**config.mk**
```make
export PLATFORM = sky130hd
export DESIGN_NAME = uart_rx
export DESIGN_NICKNAME = d
export VERILOG_FILES = /design/src/rtl/uart_rx.sv
export SDC_FILE = /design/constraint.sdc
export NUM_CORES = 1
export LEC_CHECK = 0
export CORE_ASPECT_RATIO = 0.8
export CORE_UTILIZATION = 55
export CTS_BUF_LIST = sky130_fd_sc_hd__clkbuf_2 sky130_fd_sc_hd__clkbuf_4 sky130_fd_sc_hd__clkbuf_8
export DETAILED_ROUTE_END_ITERATION = 10
export DONT_BUFFER_PORTS = 1
export MAX_ROUTING_LAYER = met4
export PLACE_DENSITY = 0.7
export SETUP_SLACK_MARGIN = 0.3
export SYNTH_ARGS = -nofsm -noshare
export SYNTH_HDL_FRONTEND = slang
export SYNTH_SLANG_ARGS = --single-unit
```
**constraint.sdc**
```tcl
create_clock -name clk -period 1.9 [get_ports clk]
set_input_delay 0.19 -clock clk [delete_from_list [all_inputs] [get_ports clk]]
set_output_delay 0.19 -clock clk [all_outputs]
set_load 0.03 [all_outputs]
```
**src/rtl/uart_rx.sv**
```systemverilog
// 8N1 UART receive stage: 2-flop synchroniser, oversampled bit recovery and
// CPU-facing data/status flags (full, framing error, overrun).
module uart_rx #(
  parameter int OVS = 16
) (
  input  logic       clk,
  input  logic       nrst,
  input  logic       rx,
  input  logic [7:0] bauddiv,
  input  logic       rdack,
  output logic [7:0] rxdata,
  output logic       rxfull,
  output logic       ferr,
  output logic       oerr,
  output logic       busy
);

  localparam int CW = $clog2(OVS);
  localparam logic [CW-1:0] HALF_TICK = CW'(OVS / 2 - 1);
  localparam logic [CW-1:0] LAST_TICK = CW'(OVS - 1);

  localparam logic [2:0] S_IDLE  = 3'd0;
  localparam logic [2:0] S_START = 3'd1;
  localparam logic [2:0] S_DATA  = 3'd2;
  localparam logic [2:0] S_STOP  = 3'd3;
  localparam logic [2:0] S_BREAK = 3'd4;

  logic [1:0]    sync_reg, sync_next;
  logic          rxs;
  logic [2:0]    state_reg, state_next;
  logic [7:0]    presc_reg, presc_next;
  logic [CW-1:0] tick_cnt_reg, tick_cnt_next;
  logic [2:0]    bit_cnt_reg, bit_cnt_next;
  logic [7:0]    shift_reg, shift_next;
  logic          done_reg, done_next;
  logic          stop_bit_reg, stop_bit_next;
  logic [7:0]    rxdata_reg, rxdata_next;
  logic          rxfull_reg, rxfull_next;
  logic          ferr_reg, ferr_next;
  logic          oerr_reg, oerr_next;
  logic          tick;

  genvar gi;
  generate
    for (gi = 0; gi < 2; gi++) begin : g_sync
      if (gi == 0) begin : g_first
        assign sync_next[gi] = rx;
      end else begin : g_rest
        assign sync_next[gi] = sync_reg[gi-1];
      end
    end
  endgenerate

  assign rxs  = sync_reg[1];
  assign tick = (state_reg != S_IDLE) && (presc_reg == bauddiv);

  always_comb begin
    state_next    = state_reg;
    presc_next    = (state_reg == S_IDLE || tick) ? 8'd0 : presc_reg + 8'd1;
    tick_cnt_next = tick_cnt_reg;
    bit_cnt_next  = bit_cnt_reg;
    shift_next    = shift_reg;
    done_next     = 1'b0;
    stop_bit_next = stop_bit_reg;
    case (state_reg)
      S_IDLE: begin
        tick_cnt_next = '0;
        if (!rxs) state_next = S_START;
      end
      S_START: if (tick) begin
        if (tick_cnt_reg == HALF_TICK) begin
          tick_cnt_next = '0;
          bit_cnt_next  = 3'd0;
          state_next    = rxs ? S_IDLE : S_DATA;
        end else begin
          tick_cnt_next = tick_cnt_reg + 1'b1;
        end
      end
      S_DATA: if (tick) begin
        if (tick_cnt_reg == LAST_TICK) begin
          tick_cnt_next = '0;
          shift_next    = {rxs, shift_reg[7:1]};
          bit_cnt_next  = bit_cnt_reg + 3'd1;
          if (bit_cnt_reg == 3'd7) state_next = S_STOP;
        end else begin
          tick_cnt_next = tick_cnt_reg + 1'b1;
        end
      end
      S_STOP: if (tick) begin
        if (tick_cnt_reg == LAST_TICK) begin
          tick_cnt_next = '0;
          done_next     = 1'b1;
          stop_bit_next = rxs;
          state_next    = rxs ? S_IDLE : S_BREAK;
        end else begin
          tick_cnt_next = tick_cnt_reg + 1'b1;
        end
      end
      // Line held low past the stop bit: wait for it to go high before re-arming
      S_BREAK: if (rxs) state_next = S_IDLE;
      default: state_next = S_IDLE;
    endcase
  end

  // A read in the completion cycle frees the register, so the new byte is taken
  always_comb begin
    rxdata_next = rxdata_reg;
    rxfull_next = rxfull_reg;
    ferr_next   = ferr_reg;
    oerr_next   = oerr_reg;
    if (done_reg) begin
      if (!rxfull_reg || rdack) begin
        rxdata_next = shift_reg;
        rxfull_next = 1'b1;
        ferr_next   = !stop_bit_reg;
        oerr_next   = 1'b0;
      end else begin
        oerr_next = 1'b1;
      end
    end else if (rdack) begin
      rxfull_next = 1'b0;
      ferr_next   = 1'b0;
      oerr_next   = 1'b0;
    end
  end

  always_ff @(posedge clk or negedge nrst) begin
    if (!nrst) begin
      sync_reg     <= 2'b11;
      state_reg    <= S_IDLE;
      presc_reg    <= 8'd0;
      tick_cnt_reg <= '0;
      bit_cnt_reg  <= 3'd0;
      shift_reg    <= 8'd0;
      done_reg     <= 1'b0;
      stop_bit_reg <= 1'b1;
      rxdata_reg   <= 8'd0;
      rxfull_reg   <= 1'b0;
      ferr_reg     <= 1'b0;
      oerr_reg     <= 1'b0;
    end else begin
      sync_reg     <= sync_next;
      state_reg    <= state_next;
      presc_reg    <= presc_next;
      tick_cnt_reg <= tick_cnt_next;
      bit_cnt_reg  <= bit_cnt_next;
      shift_reg    <= shift_next;
      done_reg     <= done_next;
      stop_bit_reg <= stop_bit_next;
      rxdata_reg   <= rxdata_next;
      rxfull_reg   <= rxfull_next;
      ferr_reg     <= ferr_next;
      oerr_reg     <= oerr_next;
    end
  end

  assign rxdata = rxdata_reg;
  assign rxfull = rxfull_reg;
  assign ferr   = ferr_reg;
  assign oerr   = oerr_reg;
  assign busy   = (state_reg != S_IDLE);

endmodule

```
Word level (Yosys, flattened, before mapping)
Cells that the tools add are included.
{"block": "totals", "regBits": 41, "output_inout_bits": 12, "ram_bits": 0, "mem_bits_ro": 0, "latchBits": 0, "elab_cells": 85, "n_memories": 0, "in_bits": 12}
{"block": "op_classes", "n_bitwise": 0, "div_mod_pow": 0, "muxes": 33, "addsub": 3, "mul": 0, "eq_ne": 19, "shift": 0, "n_reduce_logical": 18, "magnitude_cmp": 0}
{"cell": "$mux W3", "count": 14}
{"cell": "$ne A2 B2 Y1 const B", "count": 9}
{"cell": "$mux W4", "count": 4}
{"cell": "$pmux W3 S5", "count": 1}
{"cell": "$pmux W4 S3", "count": 1}
{"cell": "$mux W1", "count": 10}
{"cell": "$reduce_and A3 Y1", "count": 3}
{"cell": "$reduce_and A9 Y1", "count": 1}
{"cell": "$add A8 B1 Y8 const B", "count": 1}
{"cell": "$eq A8 B8 Y1", "count": 1}
{"cell": "$mux W8", "count": 1}
{"cell": "$eq A3 B2 Y1 const B", "count": 2}
{"cell": "$eq A3 B3 Y1 const B", "count": 2}
{"cell": "$pmux W3 S2", "count": 1}
{"cell": "$reduce_bool A3 Y1", "count": 2}
{"cell": "$reduce_and A5 Y1", "count": 1}
{"cell": "$add A4 B1 Y4 const B", "count": 1}
{"cell": "$eq A4 B3 Y1 const B", "count": 1}
{"cell": "$eq A4 B4 Y1 const B", "count": 1}
{"cell": "$ne A2 B1 Y1 const B", "count": 2}
{"cell": "$reduce_and A2 Y1", "count": 2}
{"cell": "$reduce_bool A2 Y1", "count": 2}
{"cell": "$add A3 B1 Y3 const B", "count": 1}
{"cell": "$eq A3 B1 Y1 const B", "count": 1}
{"cell": "6 further kinds", "count": 8}

Depth between registers and ports, before layout
{"block": "depth", "word_depth": 5, "mapped_depth": 6, "ltp_nobuf": 5}

Least setup slack after synthesis
Ideal clock, no wire load.
{"block": "synth_path", "path_kind": "reg-to-reg", "start": "register presc_reg[5]", "end": "register bit_cnt_reg[0]", "arrival_time_ns": 1.564, "synth_period_minus_slack_ns": 1.689, "setup_slack_ns": 0.211, "t_required_ns": 1.775, "n_path_buf": 1, "setup_ns": 0.125, "stages_incl_launch_ff": 6, "cell_sequence": "dfrtp_1 xor2_1 nor4_4 buf_6 nand4_4 mux2_4"}
{"block": "synth_between", "elab_chain_cells": 4, "word_cells_on_any_way": 5, "cone_classes": "eq/ne: 3; reduce/logical: 2"}
{"element": "start, declared", "line_no": "31", "text": "logic [7:0] presc_reg, presc_next;"}
{"element": "start signal, assigned", "line_no": "144", "text": "presc_reg <= presc_next;"}
{"element": "$eq A8 B8 Y1 (*)", "line_no": "55", "text": "assign tick = (state_reg != S_IDLE) && (presc_reg == bauddiv);"}
{"element": "$logic_and A1 B1 Y1 (*)", "line_no": "55"}
{"element": "$ne A2 B2 Y1 (no line)"}
{"element": "$reduce_and A5 Y1 (no line) (*)"}
{"element": "end signal, assigned", "line_no": "146", "text": "bit_cnt_reg <= bit_cnt_next;"}
{"element": "end, declared", "line_no": "33", "text": "logic [2:0] bit_cnt_reg, bit_cnt_next;"}
Every way passes the cells marked *; elsewhere a longest branch is shown, timed or not.
A chain may end at the register's enable or synchronous reset.

Worst setup path after layout
{"block": "layout_path", "start": "register presc_reg[1]", "end": "register shift_reg[1]"}
{"block": "layout_between", "elab_chain_cells": 3}
{"element": "$eq A8 B8 Y1", "line_no": "55"}
{"element": "$logic_and A1 B1 Y1", "line_no": "55"}
{"element": "$reduce_and A3 Y1 (no line)"}
{"element": "end signal, assigned", "line_no": "147", "text": "shift_reg <= shift_next;"}
{"element": "end, declared", "line_no": "34", "text": "logic [7:0] shift_reg, shift_next;"}
No other way between the ends.

==> impl_metrics.json <==
{
  "via_per_inst": 6.191,
  "finalWeightedCongestion": 0.8050,
  "ys.flop_type": "dfrtp_1",
  "portBuffers": 0,
  "first_iter_violations": 93,
  "finalCritPeriodShare_pct": 91.78,
  "wirelength_um": 4632,
  "maxClockFrequency_mhz": 573.4,
  "grt_pass1_vias": 1409,
  "cp_slowest_stage_delay_ns": 0.40,
  "relSlewSlack_pct": 72.23,
  "drt-wirelength-per-cell_um": 18.83,
  "timing.setup.tns_ns": 0,
  "crit_type": "reg2reg",
  "pwr-share-seq_pct": 40.5,
  "vias": 1523,
  "grt-ovfl-total": 0,
  "hold_end": "rxfull$_DFFE_PN0P_",
  "setup_violations": 0,
  "status": "finished, final reports clean",
  "startpoint_type": "flop",
  "globalRouteTotalUtil_pct": 23.84,
  "period_needed_ns": 1.744,
  "fp.dieArea_mm2": 0.003992,
  "layout-drive-gt1-share_pct": 38.73,
  "core_mm2": 0.003495,
  "clk_pin_slew_ns": 0.08,
  "grt_setup_unrepaired": "true",
  "cts_root_buf": "clkbuf_8",
  "synthDistinctLibCells": 47,
  "hp-start": "rdack",
  "avgSynthCellArea_um2": 11.83,
  "die_w_um": 70.40,
  "synth_edf_count": 0,
  "critical_path.slowest_cell": "dfrtp_1",
  "ant_nets": 0,
  "arrival_ns": 1.93,
  "final_cell_mix": "36 x dfrtp_1, 21 x buf_4, 10 x mux2_4, 9 x xor2_1",
  "h-tree-depth": 2,
  "drv_cap": 0,
  "min_path_cells": 2,
  "grt_pass1_wl_um": 7093,
  "syn-num-nets": 190,
  "crit_required_ns": 2.08,
  "yosysSeqAreaShare_pct": 50.03,
  "p_leak_nw": 1.252,
  "startpoint": "presc_reg[1]$_DFF_PN0_",
  "vdd_drop_max_uv": 702.5,
  "dpl_cell_area_mm2": 0.002178,
  "worstSkewPairLatency_ns": 0.29,
  "rows": 19,
  "final_area_mm2": 0.002605,
  "p_switching_w": 0.0007810,
  "critPathCaptureType": "flop",
  "hold_path.class": "in2reg",
  "critPathMaxFanout": 8,
  "cts_buffers": 5,
  "ios": 24,
  "grt_max_degree": 42,
  "clk_path_buf_depth": 2,
  "diodes": 0,
  "fp.dieH_um": 56.72,
  "netlist_area_mm2": 0.002058,
  "synth_seq_cells": 41,
  "power.internal_w": 0.001875,
  "rr_endpoint": "shift_reg[1]$_DFFE_PN0P_",
  "path_cells": "xor2_1 > nor4_4 > buf_12 > nand4_4 > mux2_4",
  "p_per_area_mw_per_mm2": 1020,
  "synth_cells": 174,
  "clock-sinks": 41,
  "drc_errors": 0,
  "finalMaxSlewViolations": 0,
  "regToRegStartpoint": "presc_reg[1]$_DFF_PN0_",
  "reg2reg_slack_ns": 0.16,
  "worstMarginPinSlew_ns": 0.4150,
  "hold_viol": 0,
  "fin_nets": 219,
  "yosysWarnings": 0,
  "initial_utilization_pct": 58.90,
  "antenna_found_initial": 0,
  "layout_commonest_cell": "dfrtp_1",
  "power_frac_comb_pct": 27.9,
  "firstDrtPassIters": 5,
  "cts_tree": "done",
  "clkPwrFrac_pct": 31.6,
  "dp_hpwl_um": 2736,
  "switching_share_pct": 29.40,
  "postSynth.asyncResetShare_pct": 100.0,
  "skew_ns": 0.008187,
  "reg2reg_depth": 5,
  "area_growth_pct": 26.57
}
## synth_stat cells (all sizes together) (3+ instances only)
cell	number	area share (%)
and3	4	1.2
buf	4	1.4
clkbuf	4	0.73
dfrtp	38	46
dfstp	3	3.8
ha	4	2.4
inv	6	1.1
mux2	18	10
mux2i	3	1.5
nand2	8	1.5
nand2b	5	1.5
nand3	9	2.4
nor2	5	0.91
nor3	9	2.2
nor3b	4	1.5
nor4	3	2.4
o21ai	5	1.2
xor2	14	6.0
## critical path, delay by kind of cell (launching register included)
family / cells / cell delay (ns)
flip-flops: 1 / 0.40
XOR/XNOR: 1 / 0.17
buffers and inverters: 1 / 0.17
multiplexers: 1 / 0.36
AND/OR/NAND/NOR: 2 / 0.53
## stage by stage
stage	setup slack, ns	hold WS (ns)	power, W	utilization, %	instances
6_report	0.1561	0.08598	0.002656	74.54	246
5_1_grt	0.09270	0.07295	0.002781	74.54	246
4_1_cts	0.1529	0.08610	0.002541	70.61	239
3_5_place_dp	0.08564	-0.1047	0.001571	62.33	217
3_3_place_gp	0.1152	-0.1048	0.001537	62.33	217
2_1_floorplan	0.2273	-0.1056	0.001445	-	174
## timing repair
action                                  4_1_cts  5_1_grt
endpoints found under the setup margin       29       29
resized for setup                             8       16
hold endpoints to repair                     43        0
setup buffers                                10        7
pin swaps                                     6        5
hold buffers                                  4        0
gates cloned                                  0        0
## power by group through the flow
stage / combinational (W) / sequential, W / clock [W]
global placement: 0.000440 / 0.00110 / 0
global route: 0.000803 / 0.00108 / 0.000893
CTS: 0.000628 / 0.00106 / 0.000848
finish: 0.000741 / 0.00108 / 0.000838
floorplan: 0.000362 / 0.00108 / 0
detailed placement: 0.000460 / 0.00111 / 0
## cell type report
cell class              count  area [µm²]
clock buffers               5       68.82
clock inverters             3       68.82
fillers                   222       889.6
inverters                   6       26.28
multi-input cells         119        1080
flip-flops and latches     41        1032
well taps                  42       52.55
repair buffers             30       276.5
## per-layer routing
layer  GRT usage (%)  up-vias  part of all wire [%]
li1                -      675                     -
met1           32.20      766                    41
met2           37.28       67                    52
met3           5.027       15                   4.9
met4           5.143        0                   1.8
met5               -        -                     0
## kinds of logic after synthesis
family                     count (synthesis)  synth area share, %
muxes                                     21                11.49
adders and majority gates                  4                2.432
buffers and inverters                     14                3.222
DFF                                       41                50.03
AOI/OAI and AO/OA                         22                7.842
and+or+nand+nor                           57                18.60
xor gates and xnor gates                  15                6.383
## worst max path at each step
stage | slack, ns | end
after global placement | 0.12 | bit_cnt_reg[0]$_DFFE_PN0P_
after CTS | 0.15 | shift_reg[5]$_DFFE_PN0P_
after floorplan | 0.23 | bit_cnt_reg[0]$_DFFE_PN0P_
after detailed placement | 0.09 | shift_reg[0]$_DFFE_PN0P_
final | 0.16 | shift_reg[1]$_DFFE_PN0P_
after global routing | 0.09 | shift_reg[5]$_DFFE_PN0P_
Note: power is estimated with default switching activity, not from simulation.
